## config.mk

```make
export PLATFORM = sky130hd
export DESIGN_NAME = fetch_stage_flat
export DESIGN_NICKNAME = d
export VERILOG_FILES = /design/src/rtl/fetch_pkg.sv /design/src/rtl/fetch_if.sv /design/src/rtl/fetch_perf_ctr.sv /design/src/rtl/fetch_stage.sv /design/src/flat_wrapper.sv
export SDC_FILE = /design/constraint.sdc
export NUM_CORES = 1
export LEC_CHECK = 0
export BUFFER_PORTS_ARGS = -buffer_cell sky130_fd_sc_hd__buf_2
export CORE_ASPECT_RATIO = 0.6
export CORE_UTILIZATION = 35
export DETAILED_ROUTE_END_ITERATION = 10
export GPL_TIMING_DRIVEN = 0
export PLACE_DENSITY_LB_ADDON = 0.15
export RECOVER_POWER = 100
export SYNTH_ARGS = -nofsm -noshare
export SYNTH_HDL_FRONTEND = slang
export SYNTH_SLANG_ARGS = --single-unit
```

## constraint.sdc

```tcl
create_clock -name clk -period 2.1 [get_ports clk]
set_input_delay 0.105 -clock clk [delete_from_list [all_inputs] [get_ports clk]]
set_output_delay 0.105 -clock clk [all_outputs]
set_load 0.005 [all_outputs]
```

## src/rtl/fetch_pkg.sv

```systemverilog
// Shared state type and constants for the instruction-fetch stage.
// Imported by fetch_if, fetch_perf_ctr and fetch_stage.
package fetch_pkg;

  typedef enum logic [1:0] {
    ST_BOOT   = 2'd0,
    ST_RUN    = 2'd1,
    ST_HALTED = 2'd2
  } fetch_state_e;

  localparam logic [15:0] DEF_NOP_INSTR   = 16'h0000;
  localparam logic [3:0]  DEF_HALT_OPCODE = 4'hF;

  // Opcode field position inside a 16-bit instruction word.
  localparam int OPC_HI = 15;
  localparam int OPC_LO = 12;

  localparam int PERF_W = 16;

endpackage

```

## src/rtl/fetch_if.sv

```systemverilog
// Bus between the fetch stage and its environment (imem, hazard unit, IF/ID).
// Build option FETCH_PERF_EN adds the fetch/bubble performance counters.
interface fetch_if import fetch_pkg::*; #(
  parameter int PC_W    = 8,
  parameter int INSTR_W = 16
) ();

  logic [PC_W-1:0]    imem_addr;
  logic [INSTR_W-1:0] imem_rdata;
  logic               stall;
  logic               branch_taken;
  logic [PC_W-1:0]    branch_target;
  logic [INSTR_W-1:0] instruction;
  logic [PC_W-1:0]    pc_out;
  logic               halted;

`ifdef FETCH_PERF_EN
  logic [PERF_W-1:0]  fetch_count;
  logic [PERF_W-1:0]  bubble_count;

  modport master (
    output imem_addr, instruction, pc_out, halted, fetch_count, bubble_count,
    input  imem_rdata, stall, branch_taken, branch_target
  );

  modport slave (
    input  imem_addr, instruction, pc_out, halted, fetch_count, bubble_count,
    output imem_rdata, stall, branch_taken, branch_target
  );
`else
  modport master (
    output imem_addr, instruction, pc_out, halted,
    input  imem_rdata, stall, branch_taken, branch_target
  );

  modport slave (
    input  imem_addr, instruction, pc_out, halted,
    output imem_rdata, stall, branch_taken, branch_target
  );
`endif

endinterface

```

## src/rtl/fetch_perf_ctr.sv

```systemverilog
// Saturating event counter used for fetch-stage performance statistics.
module fetch_perf_ctr import fetch_pkg::*; (
  input  logic              clk,
  input  logic              rst_n,
  input  logic              i_inc,
  output logic [PERF_W-1:0] o_count
);

  logic [PERF_W-1:0] r_count;

  // Sticks at all-ones instead of wrapping so a long run never reads as short.
  always_ff @(posedge clk or negedge rst_n) begin
    if (!rst_n) begin
      r_count <= '0;
    end else if (i_inc && (r_count != '1)) begin
      r_count <= r_count + PERF_W'(1);
    end
  end

  assign o_count = r_count;

endmodule

```

## src/rtl/fetch_stage.sv

```systemverilog
// Instruction-fetch stage: owns the PC, handles redirects, stalls, boot and HALT.
// Build option FETCH_PERF_EN adds fetch_count/bubble_count on the bus.
module fetch_stage import fetch_pkg::*; #(
  parameter int                 PC_W        = 8,
  parameter int                 INSTR_W     = 16,
  parameter logic [PC_W-1:0]    RESET_PC    = '0,
  parameter logic [INSTR_W-1:0] NOP_INSTR   = DEF_NOP_INSTR,
  parameter logic [3:0]         HALT_OPCODE = DEF_HALT_OPCODE
) (
  input logic    clk,
  input logic    rst_n,
  fetch_if.master bus
);

  fetch_state_e    r_state;
  logic [PC_W-1:0] r_pc;
  logic            r_halted;

  logic            w_fetchValid;
  logic            w_isHalt;

  // A real instruction leaves only in RUN with no redirect and no stall.
  assign w_fetchValid = (r_state == ST_RUN) && !bus.branch_taken && !bus.stall;
  assign w_isHalt     = (bus.imem_rdata[OPC_HI:OPC_LO] == HALT_OPCODE);

  always_ff @(posedge clk or negedge rst_n) begin
    if (!rst_n) begin
      r_state  <= ST_BOOT;
      r_pc     <= RESET_PC;
      r_halted <= 1'b0;
    end else begin
      case (r_state)
        ST_BOOT: begin
          r_state <= ST_RUN;
        end
        ST_RUN: begin
          if (bus.branch_taken) begin
            r_pc <= bus.branch_target;
          end else if (bus.stall) begin
            r_pc <= r_pc;
          end else if (w_isHalt) begin
            r_state  <= ST_HALTED;
            r_halted <= 1'b1;
          end else begin
            r_pc <= r_pc + PC_W'(1);
          end
        end
        ST_HALTED: begin
          // An older taken branch proves the HALT was on the wrong path.
          if (bus.branch_taken) begin
            r_pc     <= bus.branch_target;
            r_state  <= ST_RUN;
            r_halted <= 1'b0;
          end
        end
        default: begin
          r_state  <= ST_BOOT;
          r_halted <= 1'b0;
        end
      endcase
    end
  end

  assign bus.imem_addr   = r_pc;
  assign bus.pc_out      = r_pc;
  assign bus.halted      = r_halted;
  assign bus.instruction = w_fetchValid ? bus.imem_rdata : NOP_INSTR;

`ifdef FETCH_PERF_EN
  logic w_bubble;

  assign w_bubble = (r_state != ST_BOOT) && !w_fetchValid;

  fetch_perf_ctr u_fetchCtr (
    .clk     (clk),
    .rst_n   (rst_n),
    .i_inc   (w_fetchValid),
    .o_count (bus.fetch_count)
  );

  fetch_perf_ctr u_bubbleCtr (
    .clk     (clk),
    .rst_n   (rst_n),
    .i_inc   (w_bubble),
    .o_count (bus.bubble_count)
  );
`endif

endmodule

```

## src/flat_wrapper.sv

```systemverilog
// flat-port wrapper written by rule: the top's interface ports become plain ports
module fetch_stage_flat import fetch_pkg::*;
#(
  parameter int                 PC_W        = 8,
  parameter int                 INSTR_W     = 16,
  parameter logic [PC_W-1:0]    RESET_PC    = '0,
  parameter logic [INSTR_W-1:0] NOP_INSTR   = DEF_NOP_INSTR,
  parameter logic [3:0]         HALT_OPCODE = DEF_HALT_OPCODE
)
  (clk, rst_n, bus_imem_addr, bus_instruction, bus_pc_out, bus_halted, bus_imem_rdata, bus_stall, bus_branch_taken, bus_branch_target);
  fetch_if #(.PC_W(PC_W), .INSTR_W(INSTR_W)) bus_i ();
  input logic clk;
  input logic rst_n;
  output wire logic [$bits(bus_i.imem_addr)-1:0] bus_imem_addr;
  output wire logic [$bits(bus_i.instruction)-1:0] bus_instruction;
  output wire logic [$bits(bus_i.pc_out)-1:0] bus_pc_out;
  output wire logic [$bits(bus_i.halted)-1:0] bus_halted;
  input wire logic [$bits(bus_i.imem_rdata)-1:0] bus_imem_rdata;
  input wire logic [$bits(bus_i.stall)-1:0] bus_stall;
  input wire logic [$bits(bus_i.branch_taken)-1:0] bus_branch_taken;
  input wire logic [$bits(bus_i.branch_target)-1:0] bus_branch_target;
  assign bus_imem_addr = bus_i.imem_addr;
  assign bus_instruction = bus_i.instruction;
  assign bus_pc_out = bus_i.pc_out;
  assign bus_halted = bus_i.halted;
  assign bus_i.imem_rdata = bus_imem_rdata;
  assign bus_i.stall = bus_stall;
  assign bus_i.branch_taken = bus_branch_taken;
  assign bus_i.branch_target = bus_branch_target;
  fetch_stage #(.PC_W(PC_W), .INSTR_W(INSTR_W), .RESET_PC(RESET_PC), .NOP_INSTR(NOP_INSTR), .HALT_OPCODE(HALT_OPCODE)) u_core (.clk(clk), .rst_n(rst_n), .bus(bus_i));
endmodule
```

## After elaboration in Yosys (flattened, before gate mapping)

Index checks and enable logic that the tools add are counted.

| word-level totals | value |
|---|---|
| register bits | 11 |
| bits of input ports | 28 |
| output and inout port bits | 33 |
| word-level logic and storage cells | 39 |

| cells by class | value |
|---|---|
| $add $sub $neg | 1 |
| equal/unequal tests | 9 |
| multiplexer cells | 16 |
| bitwise gates (word level) | 1 |
| reductions and logical operators | 9 |

Operator list:

| cell | count |
|---|---|
| 8-bit 2-to-1 mux | 4 |
| 16-bit 2-to-1 mux | 1 |
| 8-bit case mux with 2 select lines | 1 |
| 8-bit by 1-bit adder with 8-bit output, second input constant | 1 |
| 2-bit 2-to-1 mux | 4 |
| 4-bit AND reduction | 2 |
| 2-bit inequality test, second input constant | 3 |
| 3-bit inequality test, second input constant | 2 |
| 2-bit case mux with 3 select lines | 1 |
| 5-bit AND reduction | 1 |
| 4-bit equality test, second input constant | 1 |
| 1-bit 2-to-1 mux | 4 |
| 1-bit case mux with 3 select lines | 1 |
| 2-bit by 1-bit equality test with 1-bit output, second input constant | 1 |
| 2-bit equality test, second input constant | 1 |
| 1-bit logical AND | 2 |
| 1-bit zero test | 2 |
| 2-bit zero test | 1 |
| 2-bit by 1-bit inequality test with 1-bit output, second input constant | 1 |
| 2-bit nonzero test | 1 |
| 1-bit NOT | 1 |

## Longest topological paths before layout

Gate-level depths: netlist of run 1.

| logic depth | value |
|---|---|
| depth in word-level cells | 5 |
| depth in mapped cells | 7 |
| gate-level depth less buffers | 6 |

## Worst setup path after synthesis of run 1

No wires, ideal clock.

| timing | value |
|---|---|
| path type | register -> register |
| start point | register u_core.r_state[0] |
| end point | register u_core.r_pc[7] (netlist: u_core.bus.imem_addr[7]) |
| library setup time | 0.121 ns |
| data arrival time | 1.632 ns |
| required time | 1.979 ns |
| path slack | 0.347 ns |
| cell stages (with the launch flop) | 7 |
| path buffers | 0 |
| period minus slack after synthesis | 1.753 ns |
| path through | dfrtp_1 inv_1 ha_1 nor3b_1 a221oi_2 o21ba_2 o22a_1 |

| on the way | value |
|---|---|
| longest elaborated chain between the ends | 3 |
| elaborated cells on any way between the ends | 8 |
| those cells by class | eq/ne: 5; mux: 1; reduce/logical: 2 |

RTL lines:

| element | RTL line | text |
|---|---|---|
| from (decl) | fetch_stage.sv:15 | `fetch_state_e r_state;` |
| from (signal assigned) | fetch_stage.sv:28 | `r_state <= ST_BOOT;` |
| from (signal assigned) | fetch_stage.sv:34 | `r_state <= ST_RUN;` |
| from (signal assigned) | fetch_stage.sv:42 | `r_state <= ST_HALTED;` |
| 2-bit by 1-bit equality test with 1-bit output / 2-bit equality test (equally long branches) | fetch_stage.sv:32 | `case (r_state)` |
| 3-bit inequality test (no source line), or another cell as far along | - |  |
| 4-bit AND reduction (no source line) | - |  |
| to (signal assigned) | fetch_stage.sv:38 | `r_pc <= bus.branch_target;` |
| to (signal assigned) | fetch_stage.sv:40 | `r_pc <= r_pc;` |
| to (signal assigned) | fetch_stage.sv:45 | `r_pc <= r_pc + PC_W'(1);` |
| to (decl) | fetch_stage.sv:16 | `logic [PC_W-1:0] r_pc;` |

Parallel ways exist; a longest one is shown, timed or not.
A chain may end at the register's enable or synchronous reset.

## Worst setup path after layout of run 1

| timing | value |
|---|---|
| start point | register u_core.r_state[1] |
| end point | output port bus_instruction[7] |

| on the way | value |
|---|---|
| longest elaborated chain between the ends | 4 |

RTL lines:

| element | RTL line | text |
|---|---|---|
| 2-bit by 1-bit equality test with 1-bit output | fetch_stage.sv:23 | `assign w_fetchValid = (r_state == ST_RUN) && !bus.branch_taken && !bus.stall;` |
| 1-bit logical AND (2 in a row) | fetch_stage.sv:23 |  |
| 16-bit 2-to-1 mux | fetch_stage.sv:67 | `assign bus.instruction = w_fetchValid ? bus.imem_rdata : NOP_INSTR;` |
| to (decl) | flat_wrapper.sv:15 | `output wire logic [$bits(bus_i.instruction)-1:0] bus_instruction;` |

Every way passes these cells.

==> results of run 1 <==
-- critical path, stage by stage (launching register included) --
cell and delay, ns:
dfrtp_1 0.41, inv_1 0.12, ha_1 0.23, nor3b_2 0.32, clkbuf_2 0.24, and2_1 0.14, clkbuf_1 0.10
-- path summary, 6_finish.rpt --
kind,from,endpoint,cells past startpoint
setup / recovery,u_core.r_state[1]$_DFFE_PN0P_,bus_instruction[7],6
hold / removal,bus_branch_target[2],u_core.bus.imem_addr[2]$_DFFE_PN0P_,3
setup reg to reg,u_core.r_state[0]$_DFFE_PN0P_,u_core.bus.imem_addr[2]$_DFFE_PN0P_,8
hold reg to reg,u_core.bus.halted$_DFFE_PN0P_,u_core.bus.halted$_DFFE_PN0P_,1
max in group asynchronous,rst_n,u_core.bus.imem_addr[3]$_DFFE_PN0P_,2
min in group asynchronous,rst_n,u_core.bus.imem_addr[5]$_DFFE_PN0P_,2
-- what timing repair did --
item / 4_1_cts / 5_1_grt
hold buffers: 1 / 0
buffers inserted: 0 / 2
endpoints found under the setup margin: 10 / 17
pin swaps: 0 / 1
hold endpoints to repair: 11 / 0
resized for setup: 1 / 2
-- cell type report --
cell class | count | area [um^2]
Buffer | 11 | 73.8
Tap cell | 30 | 37.5
Sequential cell | 11 | 275
Clock buffer | 4 | 45.0
Inverter | 4 | 15.0
Multi-Input combinational cell | 75 | 528
Timing Repair Buffer | 63 | 310
Fill cell | 216 | 992
-- kinds of logic (layout without fill, tap and decap cells) --
kind of cell / Yosys count / count (layout) / share of synthesized area
mux: 4 / 4 / 0.0504
flops: 11 / 11 / 0.308
compound gates: 26 / 26 / 0.199
fa+ha+maj: 6 / 6 / 0.0840
simple gates: 39 / 39 / 0.256
buf+inv: 15 / 82 / 0.102
-- power by group through the flow --
stage	Combinational, uW	Clock [uW]	Sequential [uW]
5_1_grt	1160	223	472
6_report	1010	213	449
3_5_place_dp	1020	0	451
2_1_floorplan	697	0	434
3_3_place_gp	1010	0	444
4_1_cts	1030	219	449
-- Yosys cell counts (all sizes together), types with 2 or more instances --
cell type,count
nand3,3
nor3,3
nor2,5
nor3b,4
a2bb2oi,2
nand2,2
dfrtp,11
buf,10
inv,4
and2,16
a21oi,6
ha,6
o21bai,2
o21ai,7
o22ai,2
mux2i,3
-- state kept, by name (all words and copies together), names as in the netlist --
signal	cells
u_core.bus.imem_addr	8
u_core.bus.halted	1
u_core.r_state	2
-- layer usage --
metal / wire, um / up-vias / global-route usage
met1: 1130 / 434 / 0.232
li1: - / 486 / -
met4: 13 / 0 / 0.0479
met5: 0 / - / 0
met2: 957 / 32 / 0.278
met3: 179 / 2 / 0.0639
-- cells in the final DEF, fill, tap and decap left out, types with 2 or more instances in the layout --
master / Yosys / final
nor3b_1: 4 / 3
clkbuf_4: 0 / 8
mux2i_1: 3 / 3
clkbuf_2: 0 / 3
a21oi_1: 6 / 6
nor3_1: 3 / 3
nand3_1: 3 / 3
clkbuf_1: 1 / 12
inv_1: 4 / 4
nor2_1: 5 / 5
ha_1: 6 / 6
o22ai_1: 2 / 2
and2_0: 0 / 3
a2bb2oi_1: 2 / 2
o21bai_1: 2 / 2
dfrtp_1: 11 / 11
and2_1: 15 / 12
nand2_1: 2 / 2
o21ai_0: 7 / 7
buf_2: 1 / 50
clkbuf_8: 0 / 3
-- stage by stage --
stage / util / instance area (um^2) / instances / total power [uW] / setup slack (ns)
detailed placement: 0.541 / 1230 / 191 / 1470 / 0.137
CTS: 0.567 / 1290 / 196 / 1700 / 0.0934
global placement: 0.541 / 1230 / 191 / 1450 / 0.135
floorplan: - / 893 / 101 / 1130 / 0.347
finish: 0.564 / 1280 / 198 / 1680 / 0.199
global route: 0.564 / 1280 / 198 / 1850 / 0.0181
==> impl_metrics.prom, run 1 <==
# TYPE chip_impl_metric gauge
chip_impl_metric{name="finalSetupTns",unit="ns"} 0
chip_impl_metric{name="p_sw_frac",unit=""} 0.409
chip_impl_metric{name="post_synth.cell_area_avg",unit="um^2"} 8.85
chip_impl_metric{name="antenna_cells",unit=""} 0
chip_impl_info{name="path_category_of_the_worst_min_delay_check",value="primary input to flop"} 1
chip_impl_metric{name="route.vias.total",unit=""} 954
chip_impl_info{name="worst-setup-path-type",value="flop to output pin"} 1
chip_impl_metric{name="max_clock_freq",unit="MHz"} 526
chip_impl_metric{name="globalRouteOverflowTotal",unit=""} 0
chip_impl_metric{name="synth-edff-count",unit=""} 0
chip_impl_info{name="ys_top_cells_by_area",value="dfrtp_1 31%, and2_1 11%, ha_1 8.4%"} 1
chip_impl_metric{name="detailed_route_iter0_violations",unit=""} 22
chip_impl_metric{name="cap_viol_max_count",unit=""} 0
chip_impl_metric{name="grt_pass1_vias",unit=""} 745
chip_impl_metric{name="antenna_found_initial",unit=""} 0
chip_impl_info{name="synth_top_area_cell",value="dfrtp_1"} 1
chip_impl_metric{name="grt_start_max_net_pins",unit=""} 12
chip_impl_metric{name="grt_first_pass_wirelength",unit="mm"} 3.42
chip_impl_metric{name="vdd_ir_drop_max",unit="uV"} 696
chip_impl_metric{name="floorplan.initialDensity",unit=""} 0.392
chip_impl_metric{name="yosys.cell_types.count",unit=""} 33
chip_impl_metric{name="cellInternalPower",unit="uW"} 991
chip_impl_metric{name="cellLeakagePower",unit="uW"} 0.000673
chip_impl_metric{name="cts.htree.levels",unit=""} 1
chip_impl_metric{name="period_minus_slack",unit="ns"} 1.90
chip_impl_metric{name="cp_data_required_time",unit="ns"} 2.00
chip_impl_metric{name="design.final.nets",unit=""} 203
chip_impl_metric{name="netlist_instances",unit=""} 101
chip_impl_info{name="ys.flop_type",value="dfrtp_1"} 1
chip_impl_metric{name="pwr-share-seq",unit=""} 0.268
chip_impl_metric{name="worst-slew-pin-transition",unit="ns"} 0.647
chip_impl_metric{name="syn_to_final_growth",unit="%"} 43.8
chip_impl_metric{name="place.port_buffers",unit=""} 60
chip_impl_metric{name="flop_and_latch_count_out_of_synthesis",unit=""} 11
chip_impl_info{name="status",value="finished, final reports clean"} 1
chip_impl_metric{name="synth_top_area_share",unit=""} 0.308
chip_impl_metric{name="final_layout_worst_hold_slack",unit="ns"} 0.149
chip_impl_metric{name="drt_first_pass_iters",unit=""} 4
chip_impl_metric{name="cts.clk_slew.worst_paths",unit="ns"} 0.05
chip_impl_metric{name="synthArstFlopShare",unit=""} 1.00
chip_impl_metric{name="clk-insertion-delay-late",unit="ns"} 0.24
chip_impl_metric{name="post_drt_wl_per_cell",unit="um"} 11.5
chip_impl_info{name="unrepaired_setup_endpoints_after_global_routing",value="no"} 1
chip_impl_metric{name="finalHoldViolCount",unit=""} 0
chip_impl_metric{name="crit_arrival",unit="ns"} 1.80
chip_impl_metric{name="fp.dieArea",unit="um^2"} 2770
chip_impl_info{name="cts_tree",value="yes"} 1
chip_impl_metric{name="maxSlewHeadroom",unit=""} 0.569
chip_impl_metric{name="design.portCount",unit=""} 61
chip_impl_metric{name="max_slew_violation_count",unit=""} 0
chip_impl_metric{name="vias_per_cell",unit=""} 4.82
chip_impl_metric{name="place.gp.congestion",unit=""} 0.798
chip_impl_metric{name="synth_nets",unit=""} 135
chip_impl_info{name="setup.worst_path.start_class",value="flop"} 1
chip_impl_metric{name="detail_route.wirelength",unit="mm"} 2.28
chip_impl_metric{name="pwr-share-comb",unit=""} 0.605
chip_impl_metric{name="fp.dieW",unit="um"} 67.2
chip_impl_metric{name="power_frac_clock",unit=""} 0.127
chip_impl_metric{name="chipHeight",unit="um"} 41.1
chip_impl_metric{name="setup_viol",unit=""} 0
chip_impl_metric{name="regToRegSetupSlack",unit="ns"} 0.21
chip_impl_metric{name="fraction_of_final_layout_cells_sized_beyond_drive_strength_1",unit=""} 0.423
chip_impl_metric{name="finClkSkew",unit="ns"} 0.00296
chip_impl_metric{name="crit_path_max_fanout",unit=""} 10
chip_impl_info{name="critPathCaptureType",value="output pin"} 1
chip_impl_metric{name="grt.total_usage",unit=""} 0.177
chip_impl_metric{name="synth-seq-area-share",unit=""} 0.308
chip_impl_metric{name="clk_sinks",unit=""} 11
chip_impl_metric{name="remaining_drc_errors",unit=""} 0
chip_impl_metric{name="power.net_switching",unit="uW"} 686
chip_impl_metric{name="std_cell_rows",unit=""} 13
chip_impl_info{name="cts-root-buf",value="clkbuf_8"} 1
chip_impl_metric{name="min_period_over_period",unit=""} 0.905
chip_impl_metric{name="clk_path_buf_depth",unit=""} 2
chip_impl_metric{name="synth.cell_area",unit="um^2"} 893
chip_impl_metric{name="antenna_left",unit=""} 0
chip_impl_metric{name="dpl.hpwl",unit="mm"} 1.89
chip_impl_metric{name="synth_warnings",unit=""} 0
chip_impl_metric{name="numCtsBuffers",unit=""} 3
chip_impl_metric{name="design.core.area",unit="um^2"} 2280
chip_impl_metric{name="pwr_density_cell",unit="nW/um^2"} 1300
Note: power is estimated with default switching activity, not from simulation.
==> inputs of run 2 (changes only) <==
--- a/config.mk
+++ b/config.mk
@@ -10,6 +10,7 @@
 export CORE_UTILIZATION = 35
 export DETAILED_ROUTE_END_ITERATION = 10
 export GPL_TIMING_DRIVEN = 0
+export MAX_ROUTING_LAYER = met4
 export PLACE_DENSITY_LB_ADDON = 0.15
 export RECOVER_POWER = 100
 export SYNTH_ARGS = -nofsm -noshare
==> constraint.sdc (replaced) <==
create_clock -name clk -period 2 [get_ports clk]
set_input_delay 0.1 -clock clk [delete_from_list [all_inputs] [get_ports clk]]
set_output_delay 0.1 -clock clk [all_outputs]
set_load 0.05 [all_outputs]
==> run 2 against run 1 <==
Die area did not move. Count of clock-buffer cells in the layout is the same. Utilization up 1.9 points. Critical endpoint is now bus_instruction[13]. Via count rose by 2.6%. Sequential share of layout area down 0.69 points. Total power increased by 47%. Worst hold slack got worse by 0.0056 ns. Clock power rose by 6%. Largest cell class unchanged. Design area is 3.3% higher.
==> impl_metrics.prom, run 2 (synthesis gave the netlist of run 1 again) <==
# TYPE chip_impl_metric gauge
chip_impl_info{name="status",value="finished, final reports clean"} 1
chip_impl_metric{name="pwr-share-comb",unit=""} 0.716
chip_impl_metric{name="fp.dieW",unit="um"} 67.2
chip_impl_metric{name="critical_path.max_stage_delay",unit="ns"} 0.41
chip_impl_metric{name="min_period_over_period",unit=""} 0.944
chip_impl_metric{name="design.core.area",unit="um^2"} 2280
chip_impl_metric{name="p_sw_frac",unit=""} 0.566
chip_impl_metric{name="max_clock_freq",unit="MHz"} 530
chip_impl_metric{name="grt_start_max_net_pins",unit=""} 12
chip_impl_metric{name="design.portCount",unit=""} 61
chip_impl_metric{name="num-fill-cells",unit=""} 218
chip_impl_metric{name="std_cell_rows",unit=""} 13
chip_impl_metric{name="utilization",unit=""} 0.583
chip_impl_metric{name="chipHeight",unit="um"} 41.1
chip_impl_metric{name="syn_to_final_growth",unit="%"} 48.6
chip_impl_metric{name="route.vias.total",unit=""} 979
chip_impl_info{name="worst-setup-path-type",value="flop to output pin"} 1
chip_impl_info{name="min_from",value="bus_branch_target[2]"} 1
chip_impl_info{name="timing.critical_path.slowest_stage_cell",value="dfrtp_1"} 1
chip_impl_metric{name="setup_viol",unit=""} 0
chip_impl_metric{name="final_cell_count_no_fill",unit=""} 200
chip_impl_info{name="cts-root-buf",value="clkbuf_8"} 1
chip_impl_metric{name="cap_viol_max_count",unit=""} 0
chip_impl_metric{name="cellLeakagePower",unit="uW"} 0.000669
chip_impl_info{name="critPathCaptureType",value="output pin"} 1
chip_impl_info{name="path_category_of_the_worst_min_delay_check",value="primary input to flop"} 1
chip_impl_info{name="cts_tree",value="yes"} 1
chip_impl_metric{name="worstRegToRegCells",unit=""} 8
chip_impl_metric{name="finClkSkew",unit="ns"} 0.00315
chip_impl_metric{name="clk_path_buf_depth",unit=""} 2
chip_impl_info{name="min_to",value="u_core.bus.imem_addr[2]$_DFFE_PN0P_"} 1
chip_impl_info{name="cell_by_cell_trace_of_the_critical_path",value="inv_1 -> ha_2 -> nor3b_4 -> buf_4 -> and2_1 -> buf_2"} 1
chip_impl_metric{name="post_drt_wl_per_cell",unit="um"} 12.2
chip_impl_metric{name="period_minus_slack",unit="ns"} 1.89
chip_impl_info{name="unrepaired_setup_endpoints_after_global_routing",value="no"} 1
chip_impl_metric{name="remaining_drc_errors",unit=""} 0
chip_impl_metric{name="grt_util_met2",unit=""} 0.298
chip_impl_metric{name="cp_data_required_time",unit="ns"} 1.90
chip_impl_info{name="setup.worst_path.start_class",value="flop"} 1
chip_impl_metric{name="design.final.nets",unit=""} 205
chip_impl_metric{name="fraction_of_final_layout_cells_sized_beyond_drive_strength_1",unit=""} 0.394
chip_impl_info{name="timing.rr.start",value="u_core.r_state[0]$_DFFE_PN0P_"} 1
chip_impl_metric{name="clk-insertion-delay-late",unit="ns"} 0.24
chip_impl_metric{name="place_inst",unit=""} 191
chip_impl_metric{name="place.port_buffers",unit=""} 60
chip_impl_metric{name="detail_route.wirelength",unit="mm"} 2.45
chip_impl_info{name="grt_busiest_layer",value="met2"} 1
chip_impl_metric{name="regToRegSetupSlack",unit="ns"} 0.13
chip_impl_metric{name="dpl.hpwl",unit="mm"} 1.89
chip_impl_metric{name="crit_arrival",unit="ns"} 1.79
chip_impl_metric{name="antenna_left",unit=""} 0
chip_impl_metric{name="numCtsBuffers",unit=""} 3
chip_impl_metric{name="drt_first_pass_iters",unit=""} 4
chip_impl_metric{name="power_frac_clock",unit=""} 0.092
chip_impl_metric{name="vdd_ir_drop_max",unit="uV"} 974
chip_impl_info{name="crit-reg2reg-capture",value="u_core.bus.imem_addr[2]$_DFFE_PN0P_"} 1
chip_impl_metric{name="clk_sinks",unit=""} 11
chip_impl_metric{name="grt_pass1_vias",unit=""} 768
chip_impl_metric{name="pwr_density_cell",unit="nW/um^2"} 1850
chip_impl_metric{name="grt.total_usage",unit=""} 0.189
chip_impl_metric{name="finalSetupTns",unit="ns"} 0
chip_impl_metric{name="antenna_cells",unit=""} 0
chip_impl_metric{name="max_slew_violation_count",unit=""} 0
chip_impl_info{name="commonest_cells_after_routing_fill_and_taps_aside",value="32 x buf_2, 19 x clkbuf_1, 16 x buf_4, 15 x and2_1, 11 x dfrtp_1"} 1
chip_impl_metric{name="worst-slew-pin-transition",unit="ns"} 0.645
chip_impl_metric{name="met1_usage",unit=""} 0.230
chip_impl_metric{name="cts.htree.levels",unit=""} 1
chip_impl_metric{name="largest_reg_flops",unit=""} 8
chip_impl_metric{name="grt_use_met3",unit=""} 0.0694
chip_impl_metric{name="fp.dieArea",unit="um^2"} 2770
chip_impl_metric{name="antenna_found_initial",unit=""} 0
chip_impl_metric{name="crit_path_max_fanout",unit=""} 10
chip_impl_metric{name="grt_first_pass_wirelength",unit="mm"} 3.53
chip_impl_metric{name="maxSlewHeadroom",unit=""} 0.570
chip_impl_metric{name="cts.clk_slew.worst_paths",unit="ns"} 0.05
chip_impl_info{name="final_common_cell",value="buf_2"} 1
chip_impl_metric{name="place.gp.congestion",unit=""} 0.809
chip_impl_metric{name="globalRouteOverflowTotal",unit=""} 0
chip_impl_metric{name="floorplan.initialDensity",unit=""} 0.392
chip_impl_metric{name="cellInternalPower",unit="uW"} 1070
chip_impl_metric{name="worstHoldPathCells",unit=""} 3
chip_impl_metric{name="finalHoldViolCount",unit=""} 0
chip_impl_metric{name="detailed_route_iter0_violations",unit=""} 35
chip_impl_metric{name="vias_per_cell",unit=""} 4.90
chip_impl_metric{name="power.net_switching",unit="uW"} 1390
chip_impl_metric{name="pwr-share-seq",unit=""} 0.192
==> run 2: power groups by stage <==
| stage | clock (uW) | combinational [uW] | sequential [uW] |
|---|---|---|---|
| 2_1_floorplan | 0 | 1110 | 733 |
| 3_3_place_gp | 0 | 1710 | 466 |
| 3_5_place_dp | 0 | 1730 | 474 |
| 4_1_cts | 230 | 1820 | 471 |
| 5_1_grt | 234 | 1910 | 499 |
| 6_report | 225 | 1760 | 473 |
==> run 2: how the worst max path moves through the flow <==
stage	start	cells past startpoint	slack (ns)	end
after floorplan	u_core.r_state[1]$_DFFE_PN0P_	5	0.17	bus_instruction[10]
after global placement	u_core.r_state[1]$_DFFE_PN0P_	6	0.01	bus_instruction[6]
after detailed placement	u_core.r_state[1]$_DFFE_PN0P_	6	-0.04	bus_instruction[10]
after CTS	u_core.r_state[1]$_DFFE_PN0P_	6	0.0007	bus_instruction[12]
after global routing	u_core.r_state[1]$_DFFE_PN0P_	6	0.004	bus_instruction[11]
final	u_core.r_state[1]$_DFFE_PN0P_	6	0.11	bus_instruction[13]
==> run 2: metrics by stage <==
| stage | setup slack [ns] | hold WS [ns] | instance area (um^2) | power, uW |
|---|---|---|---|---|
| after global routing | 0.00440 | 0.164 | 1330 | 2640 |
| final | 0.112 | 0.143 | 1330 | 2460 |
| after detailed placement | -0.0398 | -0.0110 | 1230 | 2200 |
| after global placement | 0.0148 | -0.0107 | 1230 | 2180 |
| after CTS | 0.000651 | 0.148 | 1320 | 2520 |
| after floorplan | 0.171 | -0.196 | 893 | 1840 |
==> run 2: worst max-delay path: cells and delay by family (launching register included) <==
family / cells / cell delay [ns]
AND/OR/NAND/NOR: 2 / 0.36
flip-flops: 1 / 0.41
adder cells (fa/ha/maj): 1 / 0.22
buffers and inverters: 3 / 0.56
==> run 2: repair_timing <==
action,CTS,global route
hold buffers,1,0
endpoints found under the hold margin,11,0
buffers inserted,2,2
pin swaps,1,0
setup endpoints to repair,17,10
resized for setup,6,10
==> run 2: layout make-up <==
cell class / count / area [um^2] / area share
inverter: 4 / 15.0 / 0.0113
timing repair buffer: 65 / 338 / 0.254
tap: 30 / 37.5 / 0.0283
multi-input combinational: 75 / 537 / 0.404
buffer: 11 / 80.1 / 0.0603
clock buffer: 4 / 45.0 / 0.0339
sequential: 11 / 275 / 0.207
==> run 2: layer usage <==
metal	part of all wire	wire [um]	vias to the layer above
li1	-	-	486
met1	0.47	1160	452
met2	0.44	1080	39
met3	0.081	199	2
met4	0.0041	10	0
met5	0	0	-
